**src/rtl/seq_signed_divider_if.sv**
```systemverilog
// Request/response bundle for seq_signed_divider; remainder exists only with SEQ_DIV_REM_EN.
// master drives requests and consumes responses, slave is the divider side.
interface seq_signed_divider_if #(
    parameter int W = 15
);
    logic         req_valid;
    logic         req_ready;
    logic [W-1:0] dividend;
    logic [W-1:0] divisor;
    logic         rsp_valid;
    logic         rsp_ready;
    logic [W-1:0] quotient;
`ifdef SEQ_DIV_REM_EN
    logic [W-1:0] remainder;
`endif
    logic         V;
    logic         DZ;

    modport master (
        output req_valid, dividend, divisor, rsp_ready,
        input  req_ready, rsp_valid, quotient,
`ifdef SEQ_DIV_REM_EN
        remainder,
`endif
        V, DZ
    );

    modport slave (
        input  req_valid, dividend, divisor, rsp_ready,
        output req_ready, rsp_valid, quotient,
`ifdef SEQ_DIV_REM_EN
        remainder,
`endif
        V, DZ
    );
endinterface

```
**src/rtl/seq_signed_divider.sv**
```systemverilog
// Restoring signed divider, one quotient bit per clock; SEQ_DIV_REM_EN adds the remainder output.
// Latency: W+2 edges from accept to response (1 edge for divide-by-zero).
// Backpressure: req_ready only in IDLE; result held in DONE until rsp_ready.
module seq_signed_divider #(
    parameter int W = 15
) (
    input  logic                 clk,
    input  logic                 rst_n,
    seq_signed_divider_if.slave  bus
);
    typedef enum logic [1:0] {IDLE, CALC, FIX, DONE} state_t;
    localparam int CW = (W > 2) ? $clog2(W) : 1;

    state_t        state_q, state_d;
    logic [CW-1:0] count_q, count_d;
    logic [W-1:0]  shq_q, shq_d;      // dividend magnitude shifts out MSB-first, quotient bits shift in
    logic [W-1:0]  dmag_q, dmag_d;
    logic [W-1:0]  prem_q, prem_d;
    logic          sign_a_q, sign_a_d;
    logic          sign_b_q, sign_b_d;
    logic [W-1:0]  quot_q, quot_d;
    logic          v_q, v_d;
    logic          dz_q, dz_d;
`ifdef SEQ_DIV_REM_EN
    logic [W-1:0]  rem_q, rem_d;
`endif

    logic          accept;
    logic          neg_q;
    logic [W:0]    shifted;
    logic [W:0]    trial;

    assign accept  = bus.req_valid && (state_q == IDLE);
    assign neg_q   = sign_a_q ^ sign_b_q;
    assign shifted = {prem_q, shq_q[W-1]};
    assign trial   = shifted - {1'b0, dmag_q};

    always_ff @(posedge clk or negedge rst_n) begin
        if (!rst_n) state_q <= IDLE;
        else        state_q <= state_d;
    end

    always_comb begin
        state_d = state_q;
        case (state_q)
            IDLE: if (accept) state_d = (bus.divisor == '0) ? DONE : CALC;
            CALC: if (count_q == '0) state_d = FIX;
            FIX:  state_d = DONE;
            DONE: if (bus.rsp_ready) state_d = IDLE;
            default: state_d = IDLE;
        endcase
    end

    always_comb begin
        bus.req_ready = (state_q == IDLE);
        bus.rsp_valid = (state_q == DONE);
        bus.quotient  = quot_q;
        bus.V         = v_q;
        bus.DZ        = dz_q;
`ifdef SEQ_DIV_REM_EN
        bus.remainder = rem_q;
`endif
    end

    always_comb begin
        count_d  = count_q;
        shq_d    = shq_q;
        dmag_d   = dmag_q;
        prem_d   = prem_q;
        sign_a_d = sign_a_q;
        sign_b_d = sign_b_q;
        quot_d   = quot_q;
        v_d      = v_q;
        dz_d     = dz_q;
`ifdef SEQ_DIV_REM_EN
        rem_d    = rem_q;
`endif
        case (state_q)
            IDLE: if (accept) begin
                sign_a_d = bus.dividend[W-1];
                sign_b_d = bus.divisor[W-1];
                shq_d    = bus.dividend[W-1] ? -bus.dividend : bus.dividend;
                dmag_d   = bus.divisor[W-1]  ? -bus.divisor  : bus.divisor;
                prem_d   = '0;
                count_d  = CW'(W - 1);
                if (bus.divisor == '0) begin
                    quot_d = '0;
                    v_d    = 1'b0;
                    dz_d   = 1'b1;
`ifdef SEQ_DIV_REM_EN
                    rem_d  = bus.dividend;
`endif
                end
            end
            CALC: begin
                shq_d   = {shq_q[W-2:0], ~trial[W]};
                prem_d  = trial[W] ? shifted[W-1:0] : trial[W-1:0];
                count_d = count_q - 1'b1;
            end
            FIX: begin
                quot_d = neg_q ? -shq_q : shq_q;
                // A magnitude of 2^(W-1) with equal signs can only come from MIN / -1
                v_d    = shq_q[W-1] && !neg_q;
                dz_d   = 1'b0;
`ifdef SEQ_DIV_REM_EN
                rem_d  = sign_a_q ? -prem_q : prem_q;
`endif
            end
            default: ;
        endcase
    end

    always_ff @(posedge clk or negedge rst_n) begin
        if (!rst_n) begin
            count_q  <= '0;
            shq_q    <= '0;
            dmag_q   <= '0;
            prem_q   <= '0;
            sign_a_q <= 1'b0;
            sign_b_q <= 1'b0;
            quot_q   <= '0;
            v_q      <= 1'b0;
            dz_q     <= 1'b0;
`ifdef SEQ_DIV_REM_EN
            rem_q    <= '0;
`endif
        end else begin
            count_q  <= count_d;
            shq_q    <= shq_d;
            dmag_q   <= dmag_d;
            prem_q   <= prem_d;
            sign_a_q <= sign_a_d;
            sign_b_q <= sign_b_d;
            quot_q   <= quot_d;
            v_q      <= v_d;
            dz_q     <= dz_d;
`ifdef SEQ_DIV_REM_EN
            rem_q    <= rem_d;
`endif
        end
    end
endmodule
```
**src/flat_wrapper.sv**
```systemverilog
// flat-port wrapper written by rule: the top's interface ports become plain ports
module seq_signed_divider_flat 
#(
    parameter int W = 15
)
  (clk, rst_n, bus_req_valid, bus_dividend, bus_divisor, bus_rsp_ready, bus_req_ready, bus_rsp_valid, bus_quotient, bus_V, bus_DZ);
  seq_signed_divider_if #(.W(W)) bus_i ();
  input  logic clk;
  input  logic rst_n;
  input wire logic [$bits(bus_i.req_valid)-1:0] bus_req_valid;
  input wire logic [$bits(bus_i.dividend)-1:0] bus_dividend;
  input wire logic [$bits(bus_i.divisor)-1:0] bus_divisor;
  input wire logic [$bits(bus_i.rsp_ready)-1:0] bus_rsp_ready;
  output wire logic [$bits(bus_i.req_ready)-1:0] bus_req_ready;
  output wire logic [$bits(bus_i.rsp_valid)-1:0] bus_rsp_valid;
  output wire logic [$bits(bus_i.quotient)-1:0] bus_quotient;
  output wire logic [$bits(bus_i.V)-1:0] bus_V;
  output wire logic [$bits(bus_i.DZ)-1:0] bus_DZ;
  assign bus_i.req_valid = bus_req_valid;
  assign bus_i.dividend = bus_dividend;
  assign bus_i.divisor = bus_divisor;
  assign bus_i.rsp_ready = bus_rsp_ready;
  assign bus_req_ready = bus_i.req_ready;
  assign bus_rsp_valid = bus_i.rsp_valid;
  assign bus_quotient = bus_i.quotient;
  assign bus_V = bus_i.V;
  assign bus_DZ = bus_i.DZ;
  seq_signed_divider #(.W(W)) u_core (.clk(clk), .rst_n(rst_n), .bus(bus_i));
endmodule
```
**config.mk**
```make
export PLATFORM = sky130hd
export DESIGN_NAME = seq_signed_divider_flat
export DESIGN_NICKNAME = d
export VERILOG_FILES = /design/src/rtl/seq_signed_divider_if.sv /design/src/rtl/seq_signed_divider.sv /design/src/flat_wrapper.sv
export SDC_FILE = /design/constraint.sdc
export NUM_CORES = 1
export LEC_CHECK = 0
export CAP_MARGIN = 20
export CORE_UTILIZATION = 55
export CTS_CLUSTER_SIZE = 10
export DETAILED_ROUTE_END_ITERATION = 8
export PLACE_DENSITY = 0.78
export SLEW_MARGIN = 10
export SYNTH_ARGS = -nofsm -noshare
export SYNTH_HDL_FRONTEND = slang
export SYNTH_SLANG_ARGS = --single-unit
```
**constraint.sdc**
```tcl
create_clock -name clk -period 4.7 [get_ports clk]
set_input_delay 0.94 -clock clk [delete_from_list [all_inputs] [get_ports clk]]
set_output_delay 0.94 -clock clk [all_outputs]
set_load 0.05 [all_outputs]
```
# After elaboration in Yosys (flattened, before gate mapping)
# Cells that the tools add are included.
# Widths: inputs -> output; s select.
# op_classes
n_addsub	5
eq_ne	7
bitwise_logic	2
mux	24
reduce_logical	12
# op_table
operator	n
$mux 15	8
$pmux 15 s2	3
$neg 15->15	3
$sub 16x15->16	1
$logic_not 15->1	1
$mux 2	4
$pmux 2 s4	1
$pmux 4 s2	1
$ne 2x1->1 const B	3
$reduce_and 3->1	2
$eq 2x2->1 const B	2
$logic_not 4->1	1
$mux 1	4
$mux 4	1
$pmux 1 s2	2
$reduce_and 2->1	2
$reduce_bool 2->1	2
$sub 4x1->4 const B	1
$eq 2x1->1 const B	1
$logic_and 1x1->1	2
$logic_not 2->1	1
$ne 2x2->1 const B	1
$logic_not 1->1	1
$not 1->1	1
$xor 1x1->1	1
# totals
in_bits	34
elab_cells	60
out_inout_bits	19
ff_bits	70

# Logic depth before layout (Yosys ltp)
# Gate-level depths: netlist (run 1).
# logic_depth
word_depth	4
ltp_mapped	10
depth_no_buf	10

# Worst setup path after synthesis (run 1)
# No wires, ideal clock.
# synth_path
kind	in2reg
from	input bus_divisor[10]
to	register u_core.v_q, in the netlist u_core.bus.V
setup_time_ns	0.140
cell_stages	7
n_path_buf	1
t_arrival_ns	2.498
required_time_ns	4.560
setup_slack_ns	2.062
cell_sequence	or4_4 -> or3_4 -> o31ai_4 -> nand2_2 -> buf_4 -> nand2_1 -> o31ai_1
# synth_between
elab_chain_cells	3
# synth_lines
element	line_no	text
start: declaration	flat_wrapper.sv:12	input wire logic [$bits(bus_i.divisor)-1:0] bus_divisor;
$logic_not 15->1	seq_signed_divider.sv:86	if (bus.divisor == '0) begin
$ne 2x1->1 (no line)	n/a	
$reduce_and 3->1 (no line)	n/a	
end signal: assignment	seq_signed_divider.sv:135	v_q <= v_d;
end: declaration	seq_signed_divider.sv:22	logic v_q, v_d;
# No other way between the ends.
# A chain may end at the register's enable or synchronous reset.

# Worst setup path in the final report (run 1)
# layout_path
from	register u_core.prem_q[7]
to	register u_core.prem_q[0]
# layout_between
elab_chain_cells	3
# layout_lines
element	line_no	text
start: declaration	seq_signed_divider.sv:18	logic [W-1:0] prem_q, prem_d;
start signal: assignment	seq_signed_divider.sv:131	prem_q <= prem_d;
$sub 16x15->16	seq_signed_divider.sv:36	assign trial = shifted - {1'b0, dmag_q};
$mux 15	seq_signed_divider.sv:97	prem_d = trial[W] ? shifted[W-1:0] : trial[W-1:0];
$pmux 15 s2	seq_signed_divider.sv:78	case (state_q)
# No other way between the ends.

==> flow_summary_export.csv, run 1 <==
group,metric,value,unit
outcome,outcome,"finished clean",
detailed_routing,routed_wl,11600,µm
floorplanning,die_h,95.0,µm
worst_setup_path,critPathArrivalTime,3.37,ns
cells_and_area,multi_input_area,2770,µm²
worst_setup_path,cp_top_family,"compound AO/OA/AOI/OAI gates",
synth,synth-seq-area-share,36.8,%
power,power,4.46,mW
placement,gp_congestion,0.899,
clock_network,cts_root_buf,"clkbuf_8",
worst_setup_path,cp-start-kind,"register",
global_route,globalRouteOverflowTotal,0,
clock_network,cts.sinks,70,
clock_network,cts_tree,"built",
detailed_routing,first_pass_iters,5,
clock_network,path_clk_slew,0.08,ns
sta,period_needed,3.13,ns
placement,port_buffers,52,
clock_network,cts_made_buffers,9,
sta,relSlewSlack,26.2,%
hold_path,min_from,"u_core.dmag_q[12]$_DFFE_PN0P_",
power,p_sw,2.18,mW
clock_network,postCtsHoldBufs,0,
cells_and_area,fillers,672,
clock_network,postCtsSetupBuffers,0,
sta,setup_viol,0,
placement,dpl.hpwl,8500,µm
hold_path,hold_end,"u_core.dmag_q[12]$_DFFE_PN0P_",
worst_setup_path,crit_type,"reg2reg",
cells_and_area,synthToLayoutAreaGrowth,17.3,%
floorplanning,core_area,8300,µm²
power,total_leakage_power,2.42,nW
worst_setup_path,required,4.94,ns
clock_network,cts_buffer_depth,2,
hold_path,whs_path_depth,2,
global_route,grt_pass1_wl,19400,µm
sta,whs,0.484,ns
cells_and_area,diodes,0,
global_route,grt_pass1_vias,3986,
detailed_routing,ant_nets,0,
synth,yosysUniqueCellTypes,62,
cells_and_area,register_area,1750,µm²
synth,synth_edf_count,0,
sta,finalClockSkew,0.0126,ns
power,clkPwrFrac,13.8,%
detailed_routing,num_vias,4289,
worst_setup_path,crit_chain,"ha_1 -> a21o_1 -> a311oi_1 -> o21ai_1 -> nor3_2 -> o21ai_0 -> a32o_1",
detailed_routing,drc,0,
synth,ys_ff_latch,70,
detailed_routing,via_per_inst,6.08,
worst_setup_path,path_max_fanout,15,
detailed_routing,drt_iter0_drc,328,
clock_network,clkLatencyLatePin,0.36,ns
power,ir_drop,0.587,mV
synth,avgSynthCellArea,8.59,µm²
power,p_int,2.27,mW
synth,synth_cells,554,
worst_setup_path,critPathSlowestCell,"nor3_2",
sta,timing.final.crit_share,66.6,%
floorplanning,dieWidth,95.0,µm
power,combPwrFrac,61.2,%
cells_and_area,layout-drive-gt1-share,6.32,%
worst_setup_path,endpoint_kind,"register",
floorplanning,ios,53,
worst_setup_path,worstReg2RegStart,"u_core.prem_q[7]$_DFFE_PN0P_",
floorplanning,die-area,9030,µm²
hold_path,hold_path_class,"reg2reg",
global_route,grt_max_degree,41,
global_route,antenna_found_initial,0,
clock_network,cts_max_level,3,
global_route,grtUsageTotal,28.2,%
synth,syn-num-nets,612,
sta,hold_violations,0,
worst_setup_path,rr_worst_depth,7,
synth,async_flop_share,100,%
synth,syn_area,4760,µm²
worst_setup_path,reg2reg_slack,1.57,ns
floorplanning,start_util,57.4,%
detailed_routing,drt-wirelength-per-cell,16.4,µm
power,seqPwrFrac,25.0,%
sta,rsz0062_at_grt,"false",
clock_network,cts_resized,0,
synth,synth_flop_cell,"dfrtp_1",
sta,slew_violations,0,
worst_setup_path,cpPeakStageDelay,0.91,ns
cells_and_area,layout.nets,654,
sta,tightestPinTransition,1.10,ns
worst_setup_path,reg2reg_to,"u_core.prem_q[0]$_DFFE_PN0P_",
sta,finalSetupTns,0,ns
job,drv_cap,0,
floorplanning,num_rows,33,
synth,yosysWarningCount,0,
power,p_sw_share,49.0,%
power,powerDensity,798,nW/µm²
worst_setup_path,worst-path-buf-inv,0,
sta,fmax,319,MHz
## final cells by class
type | count | area share [%]
Inverter | 33 | 2.22
Multi-Input combinational cell | 425 | 49.6
Clock inverter | 6 | 2.06
Sequential cell | 70 | 31.4
Clock buffer | 10 | 2.46
Timing Repair Buffer | 57 | 9.90
Tap cell | 105 | 2.35
## worst min-delay path, delay by kind of cell (launching register included)
family,cells,cell delay (ns)
AOI/OAI and AO/OA,1,0.06
DFF,1,0.34
and+or+nand+nor,1,0.05
## registers in the layout, summed over array words and instances (netlist names)
signal,flops
u_core.shq_q,15
u_core.dmag_q,15
u_core.state_q,2
u_core.prem_q,15
u_core.bus.quotient,15
u_core.sign_a_q,1
u_core.sign_b_q,1
u_core.bus.DZ,1
u_core.bus.V,1
u_core.count_q,4
## kinds of logic after synthesis
| group | count (synthesis) | synth area share (%) |
|---|---|---|
| AO/OA/AOI/OAI | 174 | 24.1 |
| XOR/XNOR | 45 | 8.28 |
| adder cells (fa/ha/maj) | 24 | 6.47 |
| buffers and inverters | 59 | 5.07 |
| flip-flops | 70 | 36.8 |
| multiplexers | 11 | 2.37 |
| AND/OR/NAND/NOR | 171 | 16.9 |
## synth_stat cells, types with 3 or more instances
library cell	n	area share (%)
clkbuf_1	17	1.3
o211ai_1	26	4.1
o21ai_1	12	1.3
mux2i_1	9	1.9
nor2b_1	4	0.53
nand3_1	15	1.6
or3_1	6	0.79
nand2_1	86	6.8
dfrtp_1	70	37
o21ai_0	49	5.2
inv_1	32	2.5
ha_1	23	6.0
a22oi_1	4	0.63
xnor2_1	21	3.9
xor2_1	24	4.4
o21a_1	4	0.63
a21o_1	11	1.7
a31oi_1	3	0.39
nand4_1	6	0.79
nor3_1	9	0.95
o31ai_1	15	2.4
o41ai_1	3	0.55
buf_2	7	0.74
nor2_1	21	1.7
and2_1	4	0.53
a21oi_1	23	2.4
## cells in the final DEF (no fill, tap or decap), drive strengths merged, types with 16 or more instances in the layout
cell type and instances:
nand2 88, dfrtp 70, o21ai 62, clkdlybuf4s50 51, inv 35, o211ai 26, xor2 24, a21oi 23
ha 23, xnor2 21, nor2 21, nand3 16, o31ai 16
## routing by layer
metal  track usage, %  share of wire (%)
met5                0                  0
met4             9.60                1.1
met3             4.63                5.6
met2             43.8                 47
met1             40.0                 46
## worst max path at each step
stage	startpoint	endpoint	slack [ns]	depth (start not counted)
6_report	u_core.prem_q[7]$_DFFE_PN0P_	u_core.prem_q[0]$_DFFE_PN0P_	1.57	7
5_1_grt	u_core.prem_q[7]$_DFFE_PN0P_	u_core.prem_q[10]$_DFFE_PN0P_	1.38	7
4_1_cts	u_core.state_q[1]$_DFFE_PN0P_	bus_req_ready	1.60	3
3_5_place_dp	bus_divisor[10]	u_core.bus.V$_DFFE_PN0P_	1.37	6
3_3_place_gp	bus_divisor[10]	u_core.bus.V$_DFFE_PN0P_	1.42	6
2_1_floorplan	bus_divisor[10]	u_core.bus.V$_DFFE_PN0P_	2.06	7
## power groups by stage
stage,combinational (mW),clock [mW],sequential [mW]
floorplan,1.93,0,1.20
global placement,2.60,0,1.10
detailed placement,2.68,0,1.12
CTS,2.70,0.623,1.11
global route,3.01,0.655,1.15
finish,2.73,0.615,1.11
## through the flow
stage | util (%) | std cells | setup WS, ns | cell area (µm²)
after detailed placement | 64.2 | 690 | 1.37 | 5330
after floorplan | - | 554 | 2.06 | 4760
after global placement | 64.2 | 690 | 1.42 | 5330
final | 67.3 | 706 | 1.57 | 5580
after CTS | 67.3 | 706 | 1.60 | 5580
after global routing | 67.3 | 706 | 1.38 | 5580
Note: power is estimated with default switching activity, not from simulation.
==> inputs of run 2 (changes only) <==
CORE_UTILIZATION = 52   (was 55)
clock period = 2.7 ns   (was 4.7 ns; I/O delays follow)
==> flow_summary_export.csv, run 2 (synthesis gave the netlist of run 1 again) <==
group,metric,value,unit
outcome,outcome,"finished with violations",
outcome,violations,"DRC",
floorplanning,start_util,54.1,%
worst_setup_path,reg2reg_to,"u_core.prem_q[10]$_DFFE_PN0P_",
detailed_routing,first_pass_iters,7,
placement,port_buffers,52,
power,total_leakage_power,2.59,nW
detailed_routing,top_layer,"met4",
sta,setup_viol,0,
placement,preCtsSetupSlack,-0.0815,ns
clock_network,cts_root_buf,"clkbuf_8",
cells_and_area,final_common_cell,"nand2_1",
clock_network,postCtsHoldBufs,0,
detailed_routing,drt_iter0_drc,353,
floorplanning,num_rows,34,
detailed_routing,drt-wirelength-per-cell,15.8,µm
floorplanning,die-area,9540,µm²
global_route,grt_max_degree,71,
global_route,antenna_found_initial,0,
power,powerDensity,1400,nW/µm²
detailed_routing,wl_met2,5190,µm
cells_and_area,layout_common_cells,"86 x nand2_1, 70 x dfrtp_1, 51 x clkdlybuf4s50_1, 49 x o21ai_0",
worst_setup_path,required,2.98,ns
cells_and_area,final_util,66.8,%
detailed_routing,num_vias,4311,
clock_network,clkLatencyLatePin,0.34,ns
cells_and_area,layout-drive-gt1-share,11.1,%
worst_setup_path,crit_top_cell,"inv_1",
clock_network,cts_buffer_depth,2,
detailed_routing,routed_wl,11700,µm
worst_setup_path,rr_worst_depth,10,
sta,finalClockSkew,0.00946,ns
global_route,grt_pass1_wl,20100,µm
worst_setup_path,cpPeakStageDelay,0.43,ns
cells_and_area,multi_input_area,2780,µm²
worst_setup_path,crit_type,"reg2reg",
floorplanning,die_h,97.7,µm
clock_network,postCtsSetupBuffers,0,
sta,relSlewSlack,46.4,%
sta,timing.final.crit_share,95.9,%
sta,rsz0062_at_grt,"false",
worst_setup_path,cp-endpoint,"u_core.prem_q[10]$_DFFE_PN0P_",
cells_and_area,fillers,707,
cells_and_area,synthToLayoutAreaGrowth,23.6,%
worst_setup_path,critPathSlowestCell,"a2111oi_1",
sta,hold_violations,0,
detailed_routing,drt-met1-wl,5780,µm
worst_setup_path,worstReg2RegStart,"u_core.shq_q[14]$_DFFE_PN0P_",
worst_setup_path,crit_start,"u_core.shq_q[14]$_DFFE_PN0P_",
global_route,grt_pass1_vias,4181,
hold_path,hold_path_class,"in2async",
cells_and_area,register_area,1750,µm²
clock_network,path_clk_slew,0.08,ns
worst_setup_path,reg2reg_slack,0.11,ns
detailed_routing,wl_met3,554,µm
detailed_routing,drc,4,
clock_network,cts_made_buffers,9,
worst_setup_path,crit_chain,"inv_1 -> ha_1 -> inv_1 -> fa_1 -> a21o_1 -> a221o_1 -> nand4_1 -> nand3_1 -> a2111oi_1 -> a311o_1",
cells_and_area,diodes,0,
global_route,globalRouteOverflowTotal,0,
detailed_routing,via_per_inst,5.83,
job,drv_cap,0,
placement,gp_congestion,0.901,
sta,fmax,386,MHz
cells_and_area,layout.nets,685,
floorplanning,ios,53,
sta,layout_setup_ws,0.110,ns
worst_setup_path,endpoint_kind,"register",
sta,tightestPinTransition,0.799,ns
detailed_routing,ant_nets,0,
worst_setup_path,cp-start-kind,"register",
sta,finalSetupTns,0,ns
clock_network,cts.sinks,70,
worst_setup_path,critPathArrivalTime,2.87,ns
floorplanning,core_area,8810,µm²
clock_network,cts_tree,"built",
floorplanning,dieWidth,97.7,µm
sta,slew_violations,0,
placement,dpl.hpwl,8740,µm
worst_setup_path,path_max_fanout,3,
sta,period_needed,2.59,ns
power,ir_drop,0.762,mV
clock_network,cts_max_level,3,
global_route,grtUsageTotal,25.8,%
==> run 2: changes by cell type in the layout (fill, tap and decap cells not counted), moves of 2 or more <==
cell and delta:
buf_4 +27, buf_12 +4, clkinv_4 +2, inv_6 -2
inv_8 +2
==> run 2: cell type report <==
type                            instances  share of cell area [%]
Multi-Input combinational cell        425                    47.3
Sequential cell                        70                    29.8
Timing Repair Buffer                   88                    14.2
Tap cell                              108                    2.30
Clock inverter                          7                    2.21
Clock buffer                            9                    2.11
Inverter                               33                    2.11
==> run 2: worst min-delay path by stage <==
| stage | start | end | slack, ns | depth (start not counted) |
|---|---|---|---|---|
| after global placement | u_core.dmag_q[10]$_DFFE_PN0P_ | u_core.dmag_q[10]$_DFFE_PN0P_ | 0.46 | 2 |
| final | rst_n | u_core.prem_q[6]$_DFFE_PN0P_ | 0.19 | 2 |
| after floorplan | rst_n | u_core.bus.DZ$_DFFE_PN0P_ | 0.24 | 0 |
| after CTS | rst_n | u_core.dmag_q[0]$_DFFE_PN0P_ | 0.23 | 2 |
| after detailed placement | u_core.dmag_q[10]$_DFFE_PN0P_ | u_core.dmag_q[10]$_DFFE_PN0P_ | 0.47 | 2 |
| after global routing | rst_n | u_core.dmag_q[5]$_DFFE_PN0P_ | 0.22 | 2 |
==> run 2: critical path: cells and delay by family, from the launching register on <==
family | cells | cell delay (ns)
AO/OA/AOI/OAI | 4 | 1.16
adder cells (fa/ha/maj) | 2 | 0.56
AND/OR/NAND/NOR | 2 | 0.22
buffers and inverters | 2 | 0.17
flip-flops | 1 | 0.41
==> run 2: per-layer routing <==
layer	vias to the layer above	track usage, %
li1	2138	-
met2	144	39.6
met3	19	2.81
met4	0	6.64
met5	-	0
met1	2010	38.7
==> run 2: metrics by stage <==
step / total power [mW] / hold WS [ns] / instance area (µm²) / std cells
global placement: 6.93 / 0.463 / 5620 / 724
finish: 8.24 / 0.191 / 5880 / 740
detailed placement: 7.07 / 0.471 / 5620 / 724
floorplan: 5.45 / 0.244 / 4760 / 554
CTS: 8.17 / 0.226 / 5870 / 740
global route: 8.91 / 0.217 / 5880 / 740
==> run 2: repair_timing <==
action	4_1_cts	5_1_grt
endpoints found under the setup margin	0	2
resized for setup	0	3
hold endpoints to repair	0	0
==> run 2: where the power goes <==
group | total [mW] | switching (mW) | internal [mW]
combinational | 5.21 | 3.01 | 2.21
sequential | 1.95 | 0.448 | 1.50
clock | 1.08 | 0.447 | 0.630
total | 8.24 | 3.90 | 4.34
==> inputs of run 3 (changes only) <==
PLACE_DENSITY = 0.84   (was 0.78)
==> flow_summary_export.csv, run 3 (synthesis gave the netlist of run 1 again) <==
group,metric,value,unit
global_route,grtUsageTotal,26.2,%
sta,fmax,388,MHz
cells_and_area,synthToLayoutAreaGrowth,21.3,%
worst_setup_path,rr_worst_depth,10,
power,total_leakage_power,2.54,nW
clock_network,path_clk_slew,0.08,ns
worst_setup_path,endpoint_kind,"register",
placement,gp_congestion,0.888,
global_route,grt_pass1_wl,19900,µm
job,drv_cap,0,
global_route,globalRouteOverflowTotal,0,
worst_setup_path,worstReg2RegStart,"u_core.shq_q[14]$_DFFE_PN0P_",
sta,period_needed,2.58,ns
sta,slew_violations,0,
clock_network,cts_made_buffers,9,
detailed_routing,first_pass_iters,7,
global_route,antenna_found_initial,0,
detailed_routing,drt_iter0_drc,306,
cells_and_area,final_common_cell,"nand2_1",
placement,preCtsSetupSlack,-0.0881,ns
detailed_routing,drc,4,
worst_setup_path,path_max_fanout,3,
clock_network,clkLatencyLatePin,0.35,ns
detailed_routing,num_vias,4407,
power,powerDensity,1390,nW/µm²
sta,timing.final.crit_share,95.4,%
detailed_routing,drt-wirelength-per-cell,16.2,µm
floorplanning,ios,53,
worst_setup_path,required,2.99,ns
cells_and_area,layout_common_cells,"86 x nand2_1, 70 x dfrtp_1, 50 x clkdlybuf4s50_1, 49 x o21ai_0, 32 x inv_1",
cells_and_area,layout.nets,678,
placement,dpl.hpwl,9050,µm
worst_setup_path,reg2reg_slack,0.12,ns
placement,port_buffers,52,
global_route,grt_max_degree,40,
clock_network,cts.sinks,70,
detailed_routing,routed_wl,11900,µm
clock_network,cts_root_buf,"clkbuf_8",
cells_and_area,fillers,697,
worst_setup_path,crit_type,"reg2reg",
worst_setup_path,cp-start-kind,"register",
detailed_routing,ant_nets,0,
power,ir_drop,0.964,mV
floorplanning,start_util,54.1,%
floorplanning,dieWidth,97.7,µm
power,power,8.03,mW
sta,rsz0062_at_grt,"false",
sta,tightestPinTransition,0.869,ns
worst_setup_path,crit_start,"u_core.shq_q[14]$_DFFE_PN0P_",
sta,layout_setup_ws,0.124,ns
floorplanning,die_h,97.7,µm
outcome,violations,"DRC",
sta,finalClockSkew,0.00995,ns
clock_network,cts_tree,"built",
clock_network,cts_buffer_depth,2,
global_route,grt_pass1_vias,4127,
outcome,outcome,"finished with violations",
floorplanning,num_rows,34,
worst_setup_path,critPathArrivalTime,2.87,ns
hold_path,hold_path_class,"in2async",
clock_network,cts_max_level,3,
cells_and_area,layout-drive-gt1-share,10.1,%
cells_and_area,fin_cells,733,
cells_and_area,diodes,0,
floorplanning,core_area,8810,µm²
cells_and_area,final_util,65.6,%
sta,setup_viol,0,
worst_setup_path,reg2reg_to,"u_core.prem_q[10]$_DFFE_PN0P_",
floorplanning,die-area,9540,µm²
detailed_routing,via_per_inst,6.01,
sta,whs,0.299,ns
placement,dp_cells,717,
sta,relSlewSlack,42.1,%
sta,hold_violations,0,
-- run 3: power breakdown --
group          leakage [nW]  internal (mW)  switching (mW)  total [mW]
logic                  1.56           2.12            3.08        5.20
clock network        0.0940          0.437           0.451       0.889
registers             0.877           1.50           0.431        1.93
total                  2.54           4.06            3.97        8.03
-- run 3: through the flow --
step	area [µm²]	setup TNS [ns]
after floorplan	4760	0
after global placement	5570	-0.664
after detailed placement	5570	-0.952
after CTS	5770	0
after global routing	5780	0
final	5780	0
-- run 3: layout make-up --
class / instances / area, µm² / area share, %
Clock buffer: 9 / 124 / 2.14
Clock inverter: 7 / 81.3 / 1.41
Inverter: 33 / 124 / 2.14
Multi-Input combinational cell: 425 / 2770 / 48.0
Sequential cell: 70 / 1750 / 30.3
Tap cell: 108 / 135 / 2.34
Timing Repair Buffer: 81 / 786 / 13.6
-- run 3: how the worst max path moves through the flow --
stage | endpoint | slack [ns] | cells past startpoint
after detailed placement | u_core.bus.quotient[2]$_DFFE_PN0P_ | -0.09 | 7
after global routing | u_core.prem_q[10]$_DFFE_PN0P_ | 0.02 | 10
after global placement | u_core.bus.DZ$_DFFE_PN0P_ | -0.07 | 7
after CTS | bus_req_ready | 0.02 | 3
final | u_core.prem_q[10]$_DFFE_PN0P_ | 0.12 | 10
after floorplan | u_core.prem_q[2]$_DFFE_PN0P_ | 0.28 | 9
-- run 3: repair_timing --
action,in CTS,in global routing
setup buffers,0,0
endpoints found under the setup margin,0,6
resized for setup,0,3
hold buffers,0,0
-- run 3: routing by layer --
metal	share of wire (%)	wire, µm	GRT usage, %
met1	45	5350	35.7
met2	47	5590	42.2
met3	6.1	726	4.75
met4	1.8	213	8.51
met5	0	0	0
-- run 3: worst max-delay path: stages, from the launching register on --
cell and delay, ns:
dfrtp_1 0.41, inv_1 0.12, ha_1 0.18, inv_1 0.06
fa_1 0.40, a21o_1 0.23, a221o_1 0.32, nand4_1 0.13
nand3_1 0.09, a2111oi_1 0.40, a311o_1 0.18
